--- src/rtl/hash_clk_ramp_if.sv ---
// Control and status bundle for the soft-start hashing-core clock generator.
// The master drives start/stop/target_div; the slave returns the clock and ramp status.
interface hash_clk_ramp_if #(
  parameter int DW = 8
);
  logic          start;
  logic          stop;
  logic [DW-1:0] target_div;
  logic          core_clk;
  logic          core_ce;
  logic [DW-1:0] cur_div;
  logic          locked;
  logic          busy;

  modport master (
    output start, stop, target_div,
    input  core_clk, core_ce, cur_div, locked, busy
  );

  modport slave (
    input  start, stop, target_div,
    output core_clk, core_ce, cur_div, locked, busy
  );
endinterface

--- src/rtl/hash_clk_ramp.sv ---
// Soft-start clock generator: divides osc_clk by a ratio that steps between DIV_MAX
// and a clamped target, one step per STEP_PERIODS whole core_clk periods.
module hash_clk_ramp #(
  parameter int DW           = 8,
  parameter int DIV_MAX      = 64,
  parameter int DIV_MIN      = 2,
  parameter int STEP_PERIODS = 16
) (
  input  logic           osc_clk,
  input  logic           reset,
  hash_clk_ramp_if.slave bus
);

  localparam int SW = $clog2(STEP_PERIODS + 1);
  localparam logic [DW-1:0] DIV_MAX_V = DW'(DIV_MAX);
  localparam logic [DW-1:0] DIV_MIN_V = DW'(DIV_MIN);
  localparam logic [SW-1:0] STEP_V    = SW'(STEP_PERIODS);

  typedef enum logic [1:0] {
    IDLE      = 2'd0,
    RAMP_UP   = 2'd1,
    RUN       = 2'd2,
    RAMP_DOWN = 2'd3
  } state_t;

  state_t        state_r, state_s;
  logic [DW-1:0] cnt_r, cnt_s;
  logic [DW-1:0] cur_div_r, cur_div_s;
  logic [DW-1:0] tgt_r, tgt_s;
  logic [SW-1:0] step_r, step_s;
  logic          core_clk_r, core_clk_s;
  logic          core_ce_r, core_ce_s;
  logic          locked_r, busy_r;
  logic          period_end_s;
  logic [SW-1:0] step_inc_s;
  logic          step_due_s;
  logic          start_ok_s;
  logic [DW-1:0] ramp_div_s;

  function automatic logic [DW-1:0] clamp_div(input logic [DW-1:0] d);
    if (d < DIV_MIN_V) begin
      clamp_div = DIV_MIN_V;
    end else if (d > DIV_MAX_V) begin
      clamp_div = DIV_MAX_V;
    end else begin
      clamp_div = d;
    end
  endfunction

  // Next-state, ratio stepping and next-cycle output decode
  always_comb begin
    state_s      = state_r;
    cnt_s        = cnt_r;
    cur_div_s    = cur_div_r;
    tgt_s        = tgt_r;
    step_s       = step_r;
    period_end_s = (state_r != IDLE) && (cnt_r == (cur_div_r - 1'b1));
    step_inc_s   = (step_r >= STEP_V) ? STEP_V : (step_r + 1'b1);
    step_due_s   = (step_inc_s == STEP_V);
    start_ok_s   = bus.start && !bus.stop;
    if (cur_div_r > tgt_r) begin
      ramp_div_s = cur_div_r - 1'b1;
    end else if (cur_div_r < tgt_r) begin
      ramp_div_s = cur_div_r + 1'b1;
    end else begin
      ramp_div_s = cur_div_r;
    end

    if (state_r != IDLE) begin
      cnt_s  = period_end_s ? {DW{1'b0}} : (cnt_r + 1'b1);
      step_s = period_end_s ? step_inc_s : step_r;
    end else begin
      cnt_s  = {DW{1'b0}};
      step_s = step_r;
    end

    case (state_r)
      IDLE: begin
        if (start_ok_s) begin
          state_s = RAMP_UP;
          tgt_s   = clamp_div(bus.target_div);
          step_s  = {SW{1'b0}};
        end else begin
          state_s = IDLE;
        end
      end
      RAMP_UP: begin
        if (bus.stop) begin
          state_s = RAMP_DOWN;
        end else if (period_end_s && step_due_s && (cur_div_r != tgt_r)) begin
          cur_div_s = ramp_div_s;
          step_s    = {SW{1'b0}};
          state_s   = (ramp_div_s == tgt_r) ? RUN : RAMP_UP;
        end else if (period_end_s && (cur_div_r == tgt_r)) begin
          state_s = RUN;
        end else begin
          state_s = RAMP_UP;
        end
      end
      RUN: begin
        // Clearing the step count gives the first ramp-down ratio its full dwell.
        if (bus.stop) begin
          state_s = RAMP_DOWN;
          step_s  = {SW{1'b0}};
        end else begin
          state_s = RUN;
        end
      end
      RAMP_DOWN: begin
        if (start_ok_s) begin
          state_s = RAMP_UP;
          tgt_s   = clamp_div(bus.target_div);
        end else if (period_end_s && step_due_s) begin
          step_s = {SW{1'b0}};
          if (cur_div_r >= DIV_MAX_V) begin
            state_s = IDLE;
            cnt_s   = {DW{1'b0}};
          end else begin
            cur_div_s = cur_div_r + 1'b1;
          end
        end else begin
          state_s = RAMP_DOWN;
        end
      end
      default: begin
        state_s = IDLE;
        cnt_s   = {DW{1'b0}};
      end
    endcase

    core_clk_s = (state_s != IDLE) && (cnt_s < (cur_div_s >> 1'b1));
    core_ce_s  = (state_s != IDLE) && (cnt_s == (cur_div_s - 1'b1));
  end

  // State, counters and registered outputs
  always_ff @(posedge osc_clk or posedge reset) begin
    if (reset) begin
      state_r    <= IDLE;
      cnt_r      <= {DW{1'b0}};
      cur_div_r  <= DIV_MAX_V;
      tgt_r      <= DIV_MAX_V;
      step_r     <= {SW{1'b0}};
      core_clk_r <= 1'b0;
      core_ce_r  <= 1'b0;
      locked_r   <= 1'b0;
      busy_r     <= 1'b0;
    end else begin
      state_r    <= state_s;
      cnt_r      <= cnt_s;
      cur_div_r  <= cur_div_s;
      tgt_r      <= tgt_s;
      step_r     <= step_s;
      core_clk_r <= core_clk_s;
      core_ce_r  <= core_ce_s;
      locked_r   <= (state_s == RUN);
      busy_r     <= (state_s != IDLE);
    end
  end

  assign bus.core_clk = core_clk_r;
  assign bus.core_ce  = core_ce_r;
  assign bus.cur_div  = cur_div_r;
  assign bus.locked   = locked_r;
  assign bus.busy     = busy_r;

endmodule

--- src/flat_wrapper.sv ---
// flat-port wrapper written by rule: the top's interface ports become plain ports
module hash_clk_ramp_flat 
#(
  parameter int DW           = 8,
  parameter int DIV_MAX      = 64,
  parameter int DIV_MIN      = 2,
  parameter int STEP_PERIODS = 16
)
  (osc_clk, reset, bus_start, bus_stop, bus_target_div, bus_core_clk, bus_core_ce, bus_cur_div, bus_locked, bus_busy);
  hash_clk_ramp_if #(.DW(DW)) bus_i ();
  input  logic osc_clk;
  input  logic reset;
  input wire logic [$bits(bus_i.start)-1:0] bus_start;
  input wire logic [$bits(bus_i.stop)-1:0] bus_stop;
  input wire logic [$bits(bus_i.target_div)-1:0] bus_target_div;
  output wire logic [$bits(bus_i.core_clk)-1:0] bus_core_clk;
  output wire logic [$bits(bus_i.core_ce)-1:0] bus_core_ce;
  output wire logic [$bits(bus_i.cur_div)-1:0] bus_cur_div;
  output wire logic [$bits(bus_i.locked)-1:0] bus_locked;
  output wire logic [$bits(bus_i.busy)-1:0] bus_busy;
  assign bus_i.start = bus_start;
  assign bus_i.stop = bus_stop;
  assign bus_i.target_div = bus_target_div;
  assign bus_core_clk = bus_i.core_clk;
  assign bus_core_ce = bus_i.core_ce;
  assign bus_cur_div = bus_i.cur_div;
  assign bus_locked = bus_i.locked;
  assign bus_busy = bus_i.busy;
  hash_clk_ramp #(.DW(DW), .DIV_MAX(DIV_MAX), .DIV_MIN(DIV_MIN), .STEP_PERIODS(STEP_PERIODS)) u_core (.osc_clk(osc_clk), .reset(reset), .bus(bus_i));
endmodule
--- config.mk ---
export PLATFORM = sky130hd
export DESIGN_NAME = hash_clk_ramp_flat
export DESIGN_NICKNAME = d
export VERILOG_FILES = /design/src/rtl/hash_clk_ramp_if.sv /design/src/rtl/hash_clk_ramp.sv /design/src/flat_wrapper.sv
export SDC_FILE = /design/constraint.sdc
export NUM_CORES = 1
export LEC_CHECK = 0
export ABC_CLOCK_PERIOD_IN_PS = 5250
export CORE_MARGIN = 8
export CORE_UTILIZATION = 55
export CTS_BUF_LIST = sky130_fd_sc_hd__clkbuf_16
export DETAILED_ROUTE_END_ITERATION = 8
export PLACE_DENSITY = 0.78
export RECOVER_POWER = 50
export SETUP_SLACK_MARGIN = 0.02
export SYNTH_ARGS = -nofsm -noshare
export SYNTH_HDL_FRONTEND = slang
export SYNTH_SLANG_ARGS = --single-unit
--- constraint.sdc ---
create_clock -name osc_clk -period 5.25 [get_ports osc_clk]
set_clock_uncertainty 0.2 [all_clocks]
set_input_delay 1.05 -clock osc_clk [delete_from_list [all_inputs] [get_ports osc_clk]]
set_output_delay 1.05 -clock osc_clk [all_outputs]
set_load 0.005 [all_outputs]
==> run_results.csv, run 1 <==
group,metric,value,unit
detailed_routing,routed-via-count,3125,
yosys,seq_area_frac_synth,26.43,%
yosys,async_flop_share,100.0,%
floorplanning,initial_core_util,56.46,%
worst_setup_path,slowest_stage,"or4_4",
detailed_routing,firstDrtPassIters,7,
timing,period_share,92.36,%
worst_setup_path,rr_worst_depth,16,
detailed_routing,drtIter0Drc,245,
yosys,synthCells,401,
floorplanning,rows,28,
min_path,holdPathStages,2,
min_path,hp-class,"reg2reg",
yosys,yosys.area.top_type,"dfrtp_1",
grt,grt_use_met1,27.69,%
placed_design,port_buffers,23,
grt,first_global_vias,2983,
timing,slew_viol_final,36,
worst_setup_path,cp_num_buf_inv,2,
grt,grt_overflow,0,
yosys,synth.net_count,437,
detailed_routing,wl_per_cell,18.20,um
timing,maxSlewHeadroom,-29.88,%
cts,cts.sinks,35,
cts,cts.reportedPaths.clkPinSlew,0.06,ns
yosys,ys_warn_count,0,
yosys,synth_flop_cell,"dfrtp_1",
grt,met3_usage,3.757,%
yosys,synth.area.top_cells,"dfrtp_1 (25%), ha_1 (9.0%), xnor2_1 (6.3%)",
floorplanning,die_h,93.73,um
worst_setup_path,cp.depth,16,
timing,tns,0,ns
worst_setup_path,critical_path_class,"reg2reg",
yosys,synth_edf_count,0,
grt,gr-usage-all-layers,21.36,%
timing,rsz0062_at_grt,"false",
cts,cts_made_buffers,5,
cells_and_area,fin_nets,454,
yosys,synth_area_per_cell,8.287,sq um
run_status,status,"finished with violations",
worst_setup_path,crit_fanout,9,
timing,setup_viol,0,
power_and_ir_drop,ir_drop,232.5,uV
cts,post_cts_buffers,0,
cts,post_cts_resized,0,
floorplanning,die_w,93.73,um
cells_and_area,final_layout_size_suffix_gt1_share,7.637,%
timing,tightest_slew,1.948,ns
worst_setup_path,cp_data_arrival_time,4.84,ns
power_and_ir_drop,p_leak,1.587,nW
grt,grt_pass1_wl,15.08,mm
power_and_ir_drop,power.total,0.001781,W
floorplanning,core_area,0.005886,sq mm
worst_setup_path,start_kind,"flop",
flow_run,max-cap-violations,1,
placed_design,dp_hpwl,6.814,mm
placed_design,placed_area,0.003597,sq mm
yosys,ys_ff_latch,35,
cells_and_area,design_area,0.003739,sq mm
worst_setup_path,crit_required,5.24,ns
floorplanning,dieArea,0.008785,sq mm
cts,cts_hold_buf,0,
grt,use_met2,34.66,%
placed_design,dp.cells,486,
detailed_routing,drcViolationCount,0,
timing,fmax,0.2062,GHz
placed_design,finalWeightedCongestion,0.9681,
detailed_routing,vias_per_cell,6.326,
floorplanning,ios,24,
worst_setup_path,crit_path_end_kind,"flop",
cts,worstSkewPairLatency,0.28,ns
cts,clockBufferDepth,2,
cts,cts_root_buf,"clkbuf_16",
grt,grt_start_max_net_pins,36,
cells_and_area,area_growth,12.50,%
yosys,synthDistinctLibCells,71,
cells_and_area,fin_cells,494,
yosys,netlist.area_leader.share,24.85,%
yosys,synthTopCellsByCount,"dfrtp_1 (33), nor2_1 (33), inv_1 (31), nand2_1 (29)",
detailed_routing,drtAntennaViolNets,0,
worst_setup_path,crit_path_cell_trace,"inv_1 -> ha_1 -> nor3b_1 -> a31oi_1 -> or4_4 -> o21a_1 -> a21oi_1 -> nand2_1 -> inv_1 -> ha_1 -> mux2i_1 -> a22oi_1 -> o21ai_0 -> nand4_1 -> or3b_1 -> a211oi_2",
power_and_ir_drop,power_density,476.5,mW/mm^2
cells_and_area,n_fill_cell,507,
worst_setup_path,max_stage_delay,0.66,ns
worst_setup_path,cpLargestDelayFamily,"simple AND/OR/NAND/NOR gates",
timing,period_minus_slack,4.849,ns
detailed_routing,wl,8.991,mm
yosys,synth_area,0.003323,sq mm
run_status,violations,"max-capacitance violations, max-slew violations",
cells_and_area,n_antenna_cell,0,
grt,grt_busiest_layer,"met2",
grt,grt_antenna_before_repair,0,
cts,cts_max_level,2,
timing,finalHoldViolCount,0,
timing,timing.hold.ws,0.3171,ns
cts,cts_tree,"built",
final timing paths:
path	slack, ns	to	startpoint
setup / recovery	0.40	u_core.bus.core_ce	u_core.bus.cur_div[0]
hold / removal	0.32	u_core.tgt_r[6]	u_core.tgt_r[6]
setup reg to reg	0.40	u_core.bus.core_ce	u_core.bus.cur_div[0]
hold reg to reg	0.32	u_core.tgt_r[6]	u_core.tgt_r[6]
max in group asynchronous	2.03	u_core.tgt_r[2]	reset
min in group asynchronous	1.70	u_core.cnt_r[7]	reset
per-layer routing:
| layer | wire length, um | vias up |
|---|---|---|
| li1 | - | 1493 |
| met5 | 0 | - |
| met2 | 4222 | 132 |
| met3 | 553 | 25 |
| met4 | 248 | 0 |
| met1 | 3967 | 1475 |
power by group:
group	total [W]	internal [W]	switching (W)
combinational	0.00106	0.000419	0.000641
clock	0.000300	0.000175	0.000125
sequential	0.000422	0.000344	0.0000780
total	0.00178	0.000937	0.000844
cell type report:
cell class	instances	area, sq um	share of cell area, %
Clock buffer	5	125.1	3.347
Timing Repair Buffer	26	249.0	6.660
Sequential cell	35	878.3	23.49
Multi-Input combinational cell	319	2256	60.34
Clock inverter	3	20.02	0.5355
Inverter	31	116.4	3.112
Tap cell	75	93.84	2.510
metrics by stage:
step	utilization, %	setup slack (ns)
6_report	63.52	0.4012
5_1_grt	63.52	0.02975
4_1_cts	63.58	0.5355
3_5_place_dp	61.12	0.5622
3_3_place_gp	61.12	0.6762
2_1_floorplan	-	0.9617
state kept, by name, summed over array words and instances (netlist names):
signal and flops:
u_core.step_r 5, u_core.cnt_r 8, u_core.state_r 2, u_core.tgt_r 8, u_core.bus.busy 1, u_core.bus.core_clk 1, u_core.bus.locked 1, u_core.bus.cur_div 8
u_core.bus.core_ce 1
cell usage in the layout (no fill, tap or decap), types with 7 or more instances in the layout:
master and n:
nand2_1 29, a21oi_1 20, nand3_1 14, inv_1 31, o21ai_0 24, xnor2_1 24, ha_1 24, nor3_1 9
clkdlybuf4s50_1 17, xor2_1 11, and3_1 8, nor2_1 33, dfrtp_1 33, a211oi_1 7
tightest hold or removal path, cell delays in order (launching register included):
cell	delay (ns)
dfstp_2	0.38
nand2_1	0.05
o21ai_0	0.07
logic make-up after synthesis:
group / count (synthesis) / synth area share (%)
and+or+nand+nor: 144 / 23.76
AOI/OAI and AO/OA: 110 / 24.02
buffers and inverters: 47 / 5.685
xor gates and xnor gates: 35 / 9.224
DFF: 35 / 26.43
adders and majority gates: 24 / 9.036
muxes: 6 / 1.845
(Power assumes the default switching activity.)
==> inputs of run 2 (changes only) <==
--- a/config.mk
+++ b/config.mk
@@ -10,7 +10,7 @@
 export CORE_UTILIZATION = 55
 export CTS_BUF_LIST = sky130_fd_sc_hd__clkbuf_16
 export DETAILED_ROUTE_END_ITERATION = 8
-export PLACE_DENSITY = 0.78
+export PLACE_DENSITY = 0.73
 export RECOVER_POWER = 50
 export SETUP_SLACK_MARGIN = 0.02
 export SYNTH_ARGS = -nofsm -noshare
==> run 2 against run 1 <==
Compared with the run above:
- the flow still finishes with violations (max-capacitance violations, max-slew violations)
- power rose by 0.22%
- cell count rose by 0.81%
- register-to-register slack improved by 0.25 ns
- fmax rose by 5.4%
- global-route usage rose by 0.40 points
- sequential share of layout area fell by 0.19 points
- setup slack improved by 0.25 ns
- first-iteration DRC count rose by 17%
- critical path depth fell by 3
- count of clock-buffer cells in the layout did not move
==> run_results.csv, run 2 (synthesis results as in run 1) <==
group,metric,value,unit
floorplanning,ios,24,
timing,maxSlewHeadroom,-30.37,%
grt,grt_pass1_wl,15.30,mm
detailed_routing,drtIter0Drc,287,
worst_setup_path,crit_fanout,9,
cells_and_area,mostFrequentLayoutCells,"nor2_1 (33), dfrtp_1 (33), inv_1 (31)",
power_and_ir_drop,ir_drop,296.2,uV
worst_setup_path,crit_path_cell_trace,"inv_1 -> ha_1 -> or3b_4 -> nor4_4 -> o211ai_4 -> or4_4 -> nor2_2 -> a21oi_1 -> o31a_1 -> nor3_1 -> a31oi_1 -> or3b_1 -> a211oi_2",
grt,grt_start_max_net_pins,36,
worst_setup_path,crit_required,5.25,ns
timing,fmax,0.2173,GHz
grt,grt_overflow,0,
floorplanning,rows,28,
timing,tightest_slew,1.956,ns
cts,worstSkewPairLatency,0.29,ns
min_path,hp-class,"reg2reg",
timing,rsz0062_at_grt,"false",
detailed_routing,drtAntennaViolNets,0,
placed_design,dp.cells,490,
placed_design,port_buffers,23,
placed_design,dp_hpwl,7.079,mm
cells_and_area,fin_cells,498,
cts,cts_max_level,2,
detailed_routing,wl_per_cell,18.59,um
worst_setup_path,max_stage_delay,0.62,ns
flow_run,max-cap-violations,1,
timing,setup_viol,0,
worst_setup_path,slowest_stage,"or4_4",
floorplanning,initial_core_util,56.46,%
cts,cts.reportedPaths.clkPinSlew,0.06,ns
grt,first_global_vias,3013,
cts,cts_hold_buf,0,
cts,cts.sinks,35,
grt,grt_antenna_before_repair,0,
cts,post_cts_resized,0,
cts,clockBufferDepth,2,
cells_and_area,area_growth,13.40,%
placed_design,finalWeightedCongestion,0.9757,
detailed_routing,firstDrtPassIters,5,
cts,post_cts_buffers,0,
cells_and_area,fin_nets,458,
cells_and_area,final_layout_size_suffix_gt1_share,8.274,%
floorplanning,die_w,93.73,um
detailed_routing,vias_per_cell,6.410,
power_and_ir_drop,p_leak,1.609,nW
timing,period_minus_slack,4.602,ns
cells_and_area,n_antenna_cell,0,
cts,cts_made_buffers,5,
floorplanning,core_area,0.005886,sq mm
floorplanning,die_h,93.73,um
worst_setup_path,critical_path_class,"reg2reg",
run_status,violations,"max-capacitance violations, max-slew violations",
worst_setup_path,crit_path_end_kind,"flop",
cts,cts_root_buf,"clkbuf_16",
worst_setup_path,start_kind,"flop",
floorplanning,dieArea,0.008785,sq mm
timing,tns,0,ns
power_and_ir_drop,power_density,473.8,mW/mm^2
run_status,status,"finished with violations",
grt,gr-usage-all-layers,21.76,%
cts,cts_tree,"built",
detailed_routing,wl,9.259,mm
detailed_routing,routed-via-count,3192,
detailed_routing,drcViolationCount,0,
cells_and_area,n_fill_cell,511,
timing,period_share,87.66,%
timing,finalHoldViolCount,0,
worst_setup_path,cp_data_arrival_time,4.61,ns
timing,slew_viol_final,36,
## run 2: changes by cell type in the layout (fill, tap and decap cells not counted)
cell,change
clkinv_4,+1
clkinv_1,+1
clkinv_2,-1
clkinvlp_4,-1
and2_1,-1
buf_4,+4
and2_0,+1
## run 2: path summary, 6_finish.rpt
check | cells after the start | to | startpoint | slack (ns)
min in group asynchronous | 3 | u_core.cnt_r[6] | reset | 1.70
min reg2reg | 2 | u_core.tgt_r[6] | u_core.tgt_r[6] | 0.30
max in group asynchronous | 3 | u_core.tgt_r[2] | reset | 2.02
max reg2reg | 13 | u_core.bus.core_ce | u_core.bus.cur_div[0] | 0.65
max | 13 | u_core.bus.core_ce | u_core.bus.cur_div[0] | 0.65
min | 2 | u_core.tgt_r[6] | u_core.tgt_r[6] | 0.30
## run 2: metal layers
metal	vias to the layer above	part of all wire, %	global-route usage, %
li1	1505	-	-
met1	1523	43	27.48
met2	131	47	34.89
met4	0	3.7	9.643
met5	-	0	0
met3	33	6.8	4.476
## run 2: per-stage QoR
stage | hold slack [ns] | setup WS, ns | total power [W] | utilization [%] | instance area (sq um)
2_1_floorplan | 0.2742 | 0.9617 | 0.001202 | - | 3323
3_3_place_gp | 0.2948 | 0.8005 | 0.001466 | 61.63 | 3627
3_5_place_dp | 0.3025 | 0.7060 | 0.001480 | 61.63 | 3627
4_1_cts | 0.3058 | 0.6860 | 0.001782 | 64.09 | 3772
5_1_grt | 0.3217 | 0.4009 | 0.001933 | 64.03 | 3769
6_report | 0.3022 | 0.6476 | 0.001785 | 64.03 | 3769
## run 2: final cells by class
cell class	instances	area (sq um)	area share (%)
multi-input combinational	319	2256	59.86
sequential	35	878.3	23.31
timing repair buffer	30	279.0	7.404
clock buffer	5	125.1	3.320
inverter	31	116.4	3.088
tap	75	93.84	2.490
clock inverter	3	20.02	0.5312
## run 2: worst max-delay path: cells and delay by family (launching register included)
family | cells | cell delay [ns]
adders and majority gates | 1 | 0.27
and+or+nand+nor | 6 | 2.45
buffers and inverters | 1 | 0.14
AOI/OAI and AO/OA | 5 | 0.96
DFF | 1 | 0.51
## run 2: where the power goes
| group | total [W] | internal, W | switching (W) |
|---|---|---|---|
| clock network | 0.000296 | 0.000175 | 0.000121 |
| registers | 0.000423 | 0.000344 | 0.0000795 |
| logic | 0.00107 | 0.000429 | 0.000638 |
| total | 0.00179 | 0.000947 | 0.000838 |
